File: src/rtl/egress_tx.sv
// Egress transmitter: serializes a captured header once per destination port, lowest port first.
// Optional zero-bitmap drop counter output is enabled with `EGRESS_TX_DROP_CNT_EN.
`ifndef HDR_MAX_LEN
`define HDR_MAX_LEN 8
`endif
`ifndef NUM_PORTS
`define NUM_PORTS 4
`endif
`ifndef BYTE_BUS
`define BYTE_BUS 8
`endif
`ifndef TRUE
`define TRUE 1'b1
`endif

module egress_tx #(
  parameter int TX_LEN = `HDR_MAX_LEN
) (
  input  logic                                   clk,
  input  logic                                   rst,
  input  logic                                   tm_valid_i,
  output logic                                   tm_ready_o,
  input  logic [`NUM_PORTS-1:0]                  tm_out_port_i,
  input  logic [`HDR_MAX_LEN-1:0][`BYTE_BUS-1:0] tm_pkt_hdr_i,
  output logic                                   tx_valid_o,
  input  logic                                   tx_ready_i,
  output logic [`BYTE_BUS-1:0]                   tx_data_o,
  output logic [`NUM_PORTS-1:0]                  tx_port_o,
  output logic                                   tx_sop_o,
`ifdef EGRESS_TX_DROP_CNT_EN
  output logic                                   tx_eop_o,
  output logic [31:0]                            drop_cnt_o
`else
  output logic                                   tx_eop_o
`endif
);

  localparam int NP     = `NUM_PORTS;
  localparam int IDX_W  = (TX_LEN > 1) ? $clog2(TX_LEN) : 1;
  localparam int PORT_W = (NP > 1) ? $clog2(NP) : 1;

  typedef enum logic {IDLE, SEND} state_t;

  state_t                                 state_q, state_d;
  logic [`HDR_MAX_LEN-1:0][`BYTE_BUS-1:0] hdr_q;
  logic [NP-1:0]                          mask_q;
  logic [IDX_W-1:0]                       idx_q;
  logic [PORT_W-1:0]                      cur_q;
  logic [NP-1:0]                          port_oh;
  logic [NP-1:0]                          rem_mask;
  logic                                   last;
  logic                                   accept;
  logic                                   beat;

  function automatic logic [PORT_W-1:0] lowest(input logic [NP-1:0] m);
    lowest = '0;
    for (int i = NP - 1; i >= 0; i--)
      if (m[i]) lowest = PORT_W'(i);
  endfunction

  assign port_oh  = NP'(1) << cur_q;
  assign rem_mask = mask_q & ~port_oh;
  assign last     = (idx_q == IDX_W'(TX_LEN - 1));
  assign accept   = tm_valid_i & tm_ready_o;
  assign beat     = tx_valid_o & tx_ready_i;

  // Outputs decode purely from state and captured registers, never from tm_* inputs.
  always_comb begin
    state_d    = state_q;
    tm_ready_o = 1'b0;
    tx_valid_o = 1'b0;
    tx_data_o  = '0;
    tx_port_o  = '0;
    tx_sop_o   = 1'b0;
    tx_eop_o   = 1'b0;
    case (state_q)
      IDLE: begin
        tm_ready_o = (rst != `TRUE);
        if (tm_valid_i && (rst != `TRUE) && (tm_out_port_i != '0))
          state_d = SEND;
      end
      SEND: begin
        tx_valid_o = 1'b1;
        tx_data_o  = hdr_q[idx_q];
        tx_port_o  = port_oh;
        tx_sop_o   = (idx_q == '0);
        tx_eop_o   = last;
        if (tx_ready_i && last && (rem_mask == '0))
          state_d = IDLE;
      end
      default: state_d = IDLE;
    endcase
  end

  always_ff @(posedge clk or posedge rst) begin
    if (rst) begin
      state_q <= IDLE;
      hdr_q   <= '0;
      mask_q  <= '0;
      idx_q   <= '0;
      cur_q   <= '0;
    end else begin
      state_q <= state_d;
      if (accept && (tm_out_port_i != '0)) begin
        hdr_q  <= tm_pkt_hdr_i;
        mask_q <= tm_out_port_i;
        cur_q  <= lowest(tm_out_port_i);
        idx_q  <= '0;
      end else if (beat) begin
        // On the final byte of a copy, retire this port and hop straight to the next one.
        if (last) begin
          mask_q <= rem_mask;
          cur_q  <= lowest(rem_mask);
          idx_q  <= '0;
        end else begin
          idx_q <= idx_q + 1'b1;
        end
      end
    end
  end

`ifdef EGRESS_TX_DROP_CNT_EN
  logic [31:0] drop_q;

  always_ff @(posedge clk or posedge rst) begin
    if (rst)
      drop_q <= '0;
    else if (accept && (tm_out_port_i == '0) && (drop_q != 32'hFFFF_FFFF))
      drop_q <= drop_q + 32'd1;
  end

  assign drop_cnt_o = drop_q;
`endif

endmodule

File: config.mk
export PLATFORM = sky130hd
export DESIGN_NAME = egress_tx
export DESIGN_NICKNAME = d
export VERILOG_FILES = /design/src/rtl/egress_tx.sv
export SDC_FILE = /design/constraint.sdc
export NUM_CORES = 1
export LEC_CHECK = 0
export ABC_AREA = 1
export CAP_MARGIN = 20
export CORE_MARGIN = 2
export CORE_UTILIZATION = 40
export DETAILED_ROUTE_END_ITERATION = 16
export PLACE_DENSITY = 0.67
export SLEW_MARGIN = 0
export SYNTH_ARGS = -nofsm -noshare
export SYNTH_HDL_FRONTEND = slang
export SYNTH_SLANG_ARGS = --single-unit
File: constraint.sdc
create_clock -name clk -period 2.52 [get_ports clk]
set_input_delay 0.378 -clock clk [delete_from_list [all_inputs] [get_ports clk]]
set_output_delay 0.378 -clock clk [all_outputs]
set_load 0.02 [all_outputs]
Word level (Yosys, flattened, before mapping) --
Cells that the tools add are included. W data, S select, Z words.
Cells by class: $add $sub $neg 1, $mul 0, divide/modulo/power cells 0, magnitude comparators 1, equal/unequal tests 1, shift-type cells 1, multiplexer cells 28, bitwise operators 6, reduce and logical (&&, ||, !) cells 11
Operators with widths (count):
- $bmux W8 S3 | 1
- $mux W2 | 11
- $mux W4 | 4
- $mux W8 | 2
- $mux W3 | 3
- $mux W1 | 6
- $logic_and A1 B1 Y1 | 5
- $and A4 B4 Y4 | 1
- $logic_not A4 Y1 | 1
- $lt A3 B4 Y1 const B | 1
- $not A4 Y4 | 1
- $reduce_bool A2 Y1 | 2
- $reduce_bool A4 Y1 | 1
- $shl A1 B2 Y4 const A | 1
- $add A3 B1 Y3 const B | 1
- $eq A3 B3 Y1 const B | 1
- $logic_not A3 Y1 | 1
- $and A1 B1 Y1 | 2
- $not A1 Y1 | 2
- $pmux W1 S2 | 1
- $reduce_and A2 Y1 | 1
Storage, ports and cells: bits in registers 74, bits in latches 0, bits in writable memories 0, memory bits (read-only) 0, bits of input ports 72, output and inout bits 16, word-level logic and storage cells 61, memories kept 0

Depth between registers and ports, before layout --
depth in word-level cells 10, gate-level depth with buffers 9, mapped depth without buffers 8

Least setup slack after synthesis --
Ideal clock, no wire load.
path type input -> register, start input rst, end register hdr_q[24] (netlist bit), setup time 0.116 ns, arrival 2.047 ns, required time 2.404 ns, path slack 0.357 ns, stages on the path 8, path buffers 2, path through inv_2 -> nand2_1 -> nor2_2 -> nand2_2 -> buf_6 -> buf_2 -> nand2_1 -> nand2_1
On the way: word-level cells in the longest chain between the ends 4
Ends and longest elaborated chain:
- start, declared | line 20 | input logic rst,
- $not A1 Y1 (no source line)
- $mux W1 | line 76 | case (state_q)
- $and A1 B1 Y1 | line 64 | assign accept = tm_valid_i & tm_ready_o;
- $logic_and A1 B1 Y1 | line 104 | if (accept && (tm_out_port_i != '0)) begin
- end signal, assigned | line 105 | hdr_q <= tm_pkt_hdr_i;
- end, declared | line 45 | logic [`HDR_MAX_LEN-1:0][`BYTE_BUS-1:0] hdr_q;
No other way between the ends. A chain may end at the register's enable or synchronous reset.

Worst setup path in the final report --
start register idx_q[1], end output tx_eop_o
On the way: word-level cells in the longest chain between the ends 2
Ends and longest elaborated chain:
- start, declared | line 47 | logic [IDX_W-1:0] idx_q;
- start signal, assigned | line 116 | idx_q <= idx_q + 1'b1;
- $eq A3 B3 Y1 | line 63 | assign last = (idx_q == IDX_W'(TX_LEN - 1));
- $mux W1 | line 76
- end, declared | line 34 | output logic tx_eop_o
No other way between the ends.

==> results.toml <==
[final_layout]
drive_gt1_frac = 0.0668
syn2layout_area_growth_pct = 33.2
diodes = 0
design_area_mm2 = 0.00488
final_nets = 654

[cts]
worstSkewPairLatency_ps = 350
cts_num_sinks = 74
cts_root_buf = "clkbuf_8"
cts_buffer_depth = 2
cts_tree = "built"
clkTransAtPathRegs_ps = 70
hold_buffers = 0
cts.htree.levels = 3
numCtsBuffers = 9

[synthesis]
synth_cell_types = 20
synth_common_cells = "nand2_1, dfrtp_1, o21ai_0"
yosysMostFrequentCell = "nand2_1"
ys_ff_latch = 74
syn_inst = 497
yosysWarnings = 0
synthesis.nets = 572
synthTopCellsByArea = "dfrtp_1, nand2_1, o21ai_0"
yosysTopAreaCell = "dfrtp_1"
yosys.area.top_type_share = 0.505
avgSynthCellArea_um2 = 7.38
seq_area_frac_synth = 0.505
async_flop_share = 1.00
netlist_area_mm2 = 0.00367
ys.flop_type = "dfrtp_1"
synth_edf_count = 0

[floorplanning]
die_y_um = 99.7
die_area_mm2 = 0.00995
die_width_um = 99.7
start_util = 0.416
core-area_mm2 = 0.00881
core.rowCount = 34
io_pins = 88

[setup_path]
critPathCaptureType = "output pin"
critPathKind = "flop to output pin"
crit_top_cell = "ha_1"
start_kind = "flop"
crit_chain = "buf_12, ha_1, ha_1, nand2_1, inv_1, clkdlybuf4s50_1"
worst_path_max_delay_cell = "clkdlybuf4s50_1"
cp.required_ps = 2140
slowest_delay_ps = 520
cp_max_fo = 19
cp.arrival_ps = 2010

[pwr]
pwr-share-seq = 0.371
swShare = 0.395
p_switching_w = 0.00228
p_comb_frac = 0.434
ir_worst_vdd_mv = 0.931
clkPwrFrac = 0.194
p_int_w = 0.00349
power_density_mw_per_mm2 = 1180
p_leak_nw = 2.50

[sta]
finalSetupTns_ps = 0
setup_violations = 0
layout_min_cycle_time_ps = 2390
final_hold_viol_count = 0
rsz0062_at_grt = "no"
relSlewSlack = 0.391
finalClockSkew_ps = 11.5
period_share = 0.947
fmax_mhz = 419
final_max_slew_viol_count = 0
worstMarginPinSlew_ps = 914

[job]
maxCapViolations = 0

[detailed_routing]
routedWlPerCell_um = 13.6
final_antenna_net_count = 0
via_count = 3363
vias_per_cell = 4.86
drtPass1Iterations = 4
drt_iter0_markers = 213
route.detailed.drc = 0
routed_wl_um = 9430

[grt]
antenna_found_initial = 0
grt_pass1_vias = 3334
grt_overflow = 0
grt_max_degree = 75
grt_first_pass_wirelength_um = 16000
grt_usage = 0.203

[run_status]
status = "finished clean"

[place]
portBuffers = 87
place_congestion = 0.820
placed_area_mm2 = 0.00461
dp_hpwl_um = 6890

[worst_hold_path]
hold_class = "flop to flop"
[path summary, 6_finish.rpt]
kind,from,end,slack (ps),depth (start not counted)
worst min register to register,hdr_q[23]$_DFFE_PP0P_,hdr_q[23]$_DFFE_PP0P_,480,2
worst max-delay path,idx_q[1]$_DFFE_PP0P_,tx_eop_o,130,6
worst min-delay path,hdr_q[23]$_DFFE_PP0P_,hdr_q[23]$_DFFE_PP0P_,480,2
max in group asynchronous,rst,idx_q[1]$_DFFE_PP0P_,1170,3
min in group asynchronous,rst,hdr_q[14]$_DFFE_PP0P_,670,3
worst max register to register,idx_q[1]$_DFFE_PP0P_,cur_q[0]$_DFFE_PP0P_,800,8
[cell usage in the layout, fill, tap and decap left out]
master	instances
nand2_1	221
clkdlybuf4s50_1	79
dfrtp_1	72
o21ai_0	45
nor2_1	39
inv_1	26
nand3_1	15
a21oi_1	13
o21ai_1	12
clkbuf_8	10
buf_4	9
o22ai_1	7
inv_2	5
dlymetal6s2s_1	5
nand2_2	3
ha_1	3
bufinv_16	3
dlygate4sd2_1	3
nor3_1	2
clkbuf_1	2
dfrtp_2	2
nor2_4	1
nor2_2	1
o21ai_2	1
inv_6	1
o21bai_1	1
clkinv_4	1
buf_12	1
buf_6	1
[critical path: cells and delay by family (launching register included)]
kind                     cells  cell delay [ps]
AND/OR/NAND/NOR              1               80
buffers and inverters        3              710
flip-flops                   1              440
adder cells (fa/ha/maj)      2              420
[power groups by stage]
| stage | clock network [W] | logic [W] | registers (W) |
|---|---|---|---|
| 2_1_floorplan | 0 | 0.00170 | 0.00200 |
| 3_3_place_gp | 0 | 0.00250 | 0.00216 |
| 3_5_place_dp | 0 | 0.00254 | 0.00215 |
| 4_1_cts | 0.00114 | 0.00253 | 0.00215 |
| 5_1_grt | 0.00119 | 0.00283 | 0.00221 |
| 6_report | 0.00112 | 0.00250 | 0.00214 |
[metal layers]
layer	share of wire	track usage	vias to the layer above
met5	0	0	-
met4	0.014	0.0632	0
met3	0.045	0.0351	12
met2	0.46	0.326	89
met1	0.48	0.281	1546
li1	-	-	1716
[registers in the layout, indices dropped and copies added, names as in the netlist]
register	flops
cur_q	2
hdr_q	64
idx_q	3
mask_q	4
state_q	1
[cells by family (layout without fill, tap and decap cells)]
kind of cell / Yosys count / in the layout / share of synthesized area
and+or+nand+nor: 282 / 282 / 0.298
AOI/OAI and AO/OA: 79 / 79 / 0.112
DFF: 74 / 74 / 0.505
buffers and inverters: 59 / 146 / 0.0747
adders and majority gates: 3 / 3 / 0.0102
[cell type report]
| type | count | area (um2) |
|---|---|---|
| sequential | 74 | 1850 |
| clock buffer | 12 | 145 |
| clock inverter | 4 | 98.8 |
| timing repair buffer | 98 | 978 |
| tap | 108 | 135 |
| inverter | 32 | 125 |
| multi-input combinational | 364 | 1550 |
| fill | 857 | 3920 |
[through the flow]
step | setup slack, ps | power [W] | cells | util | hold slack, ps
3_5_place_dp | 211 | 0.00469 | 675 | 0.524 | 463
2_1_floorplan | 357 | 0.00369 | 497 | - | 444
3_3_place_gp | 252 | 0.00466 | 675 | 0.524 | 457
6_report | 134 | 0.00577 | 692 | 0.554 | 479
5_1_grt | 48.2 | 0.00623 | 692 | 0.554 | 499
4_1_cts | 0.120 | 0.00582 | 691 | 0.552 | 482
[timing repair]
action | in CTS | in global routing
buffers inserted | 0 | 1
endpoints found under the setup margin | 10 | 6
resized for setup | 9 | 5
pin swaps | 0 | 0
(Power assumes the default switching activity.)
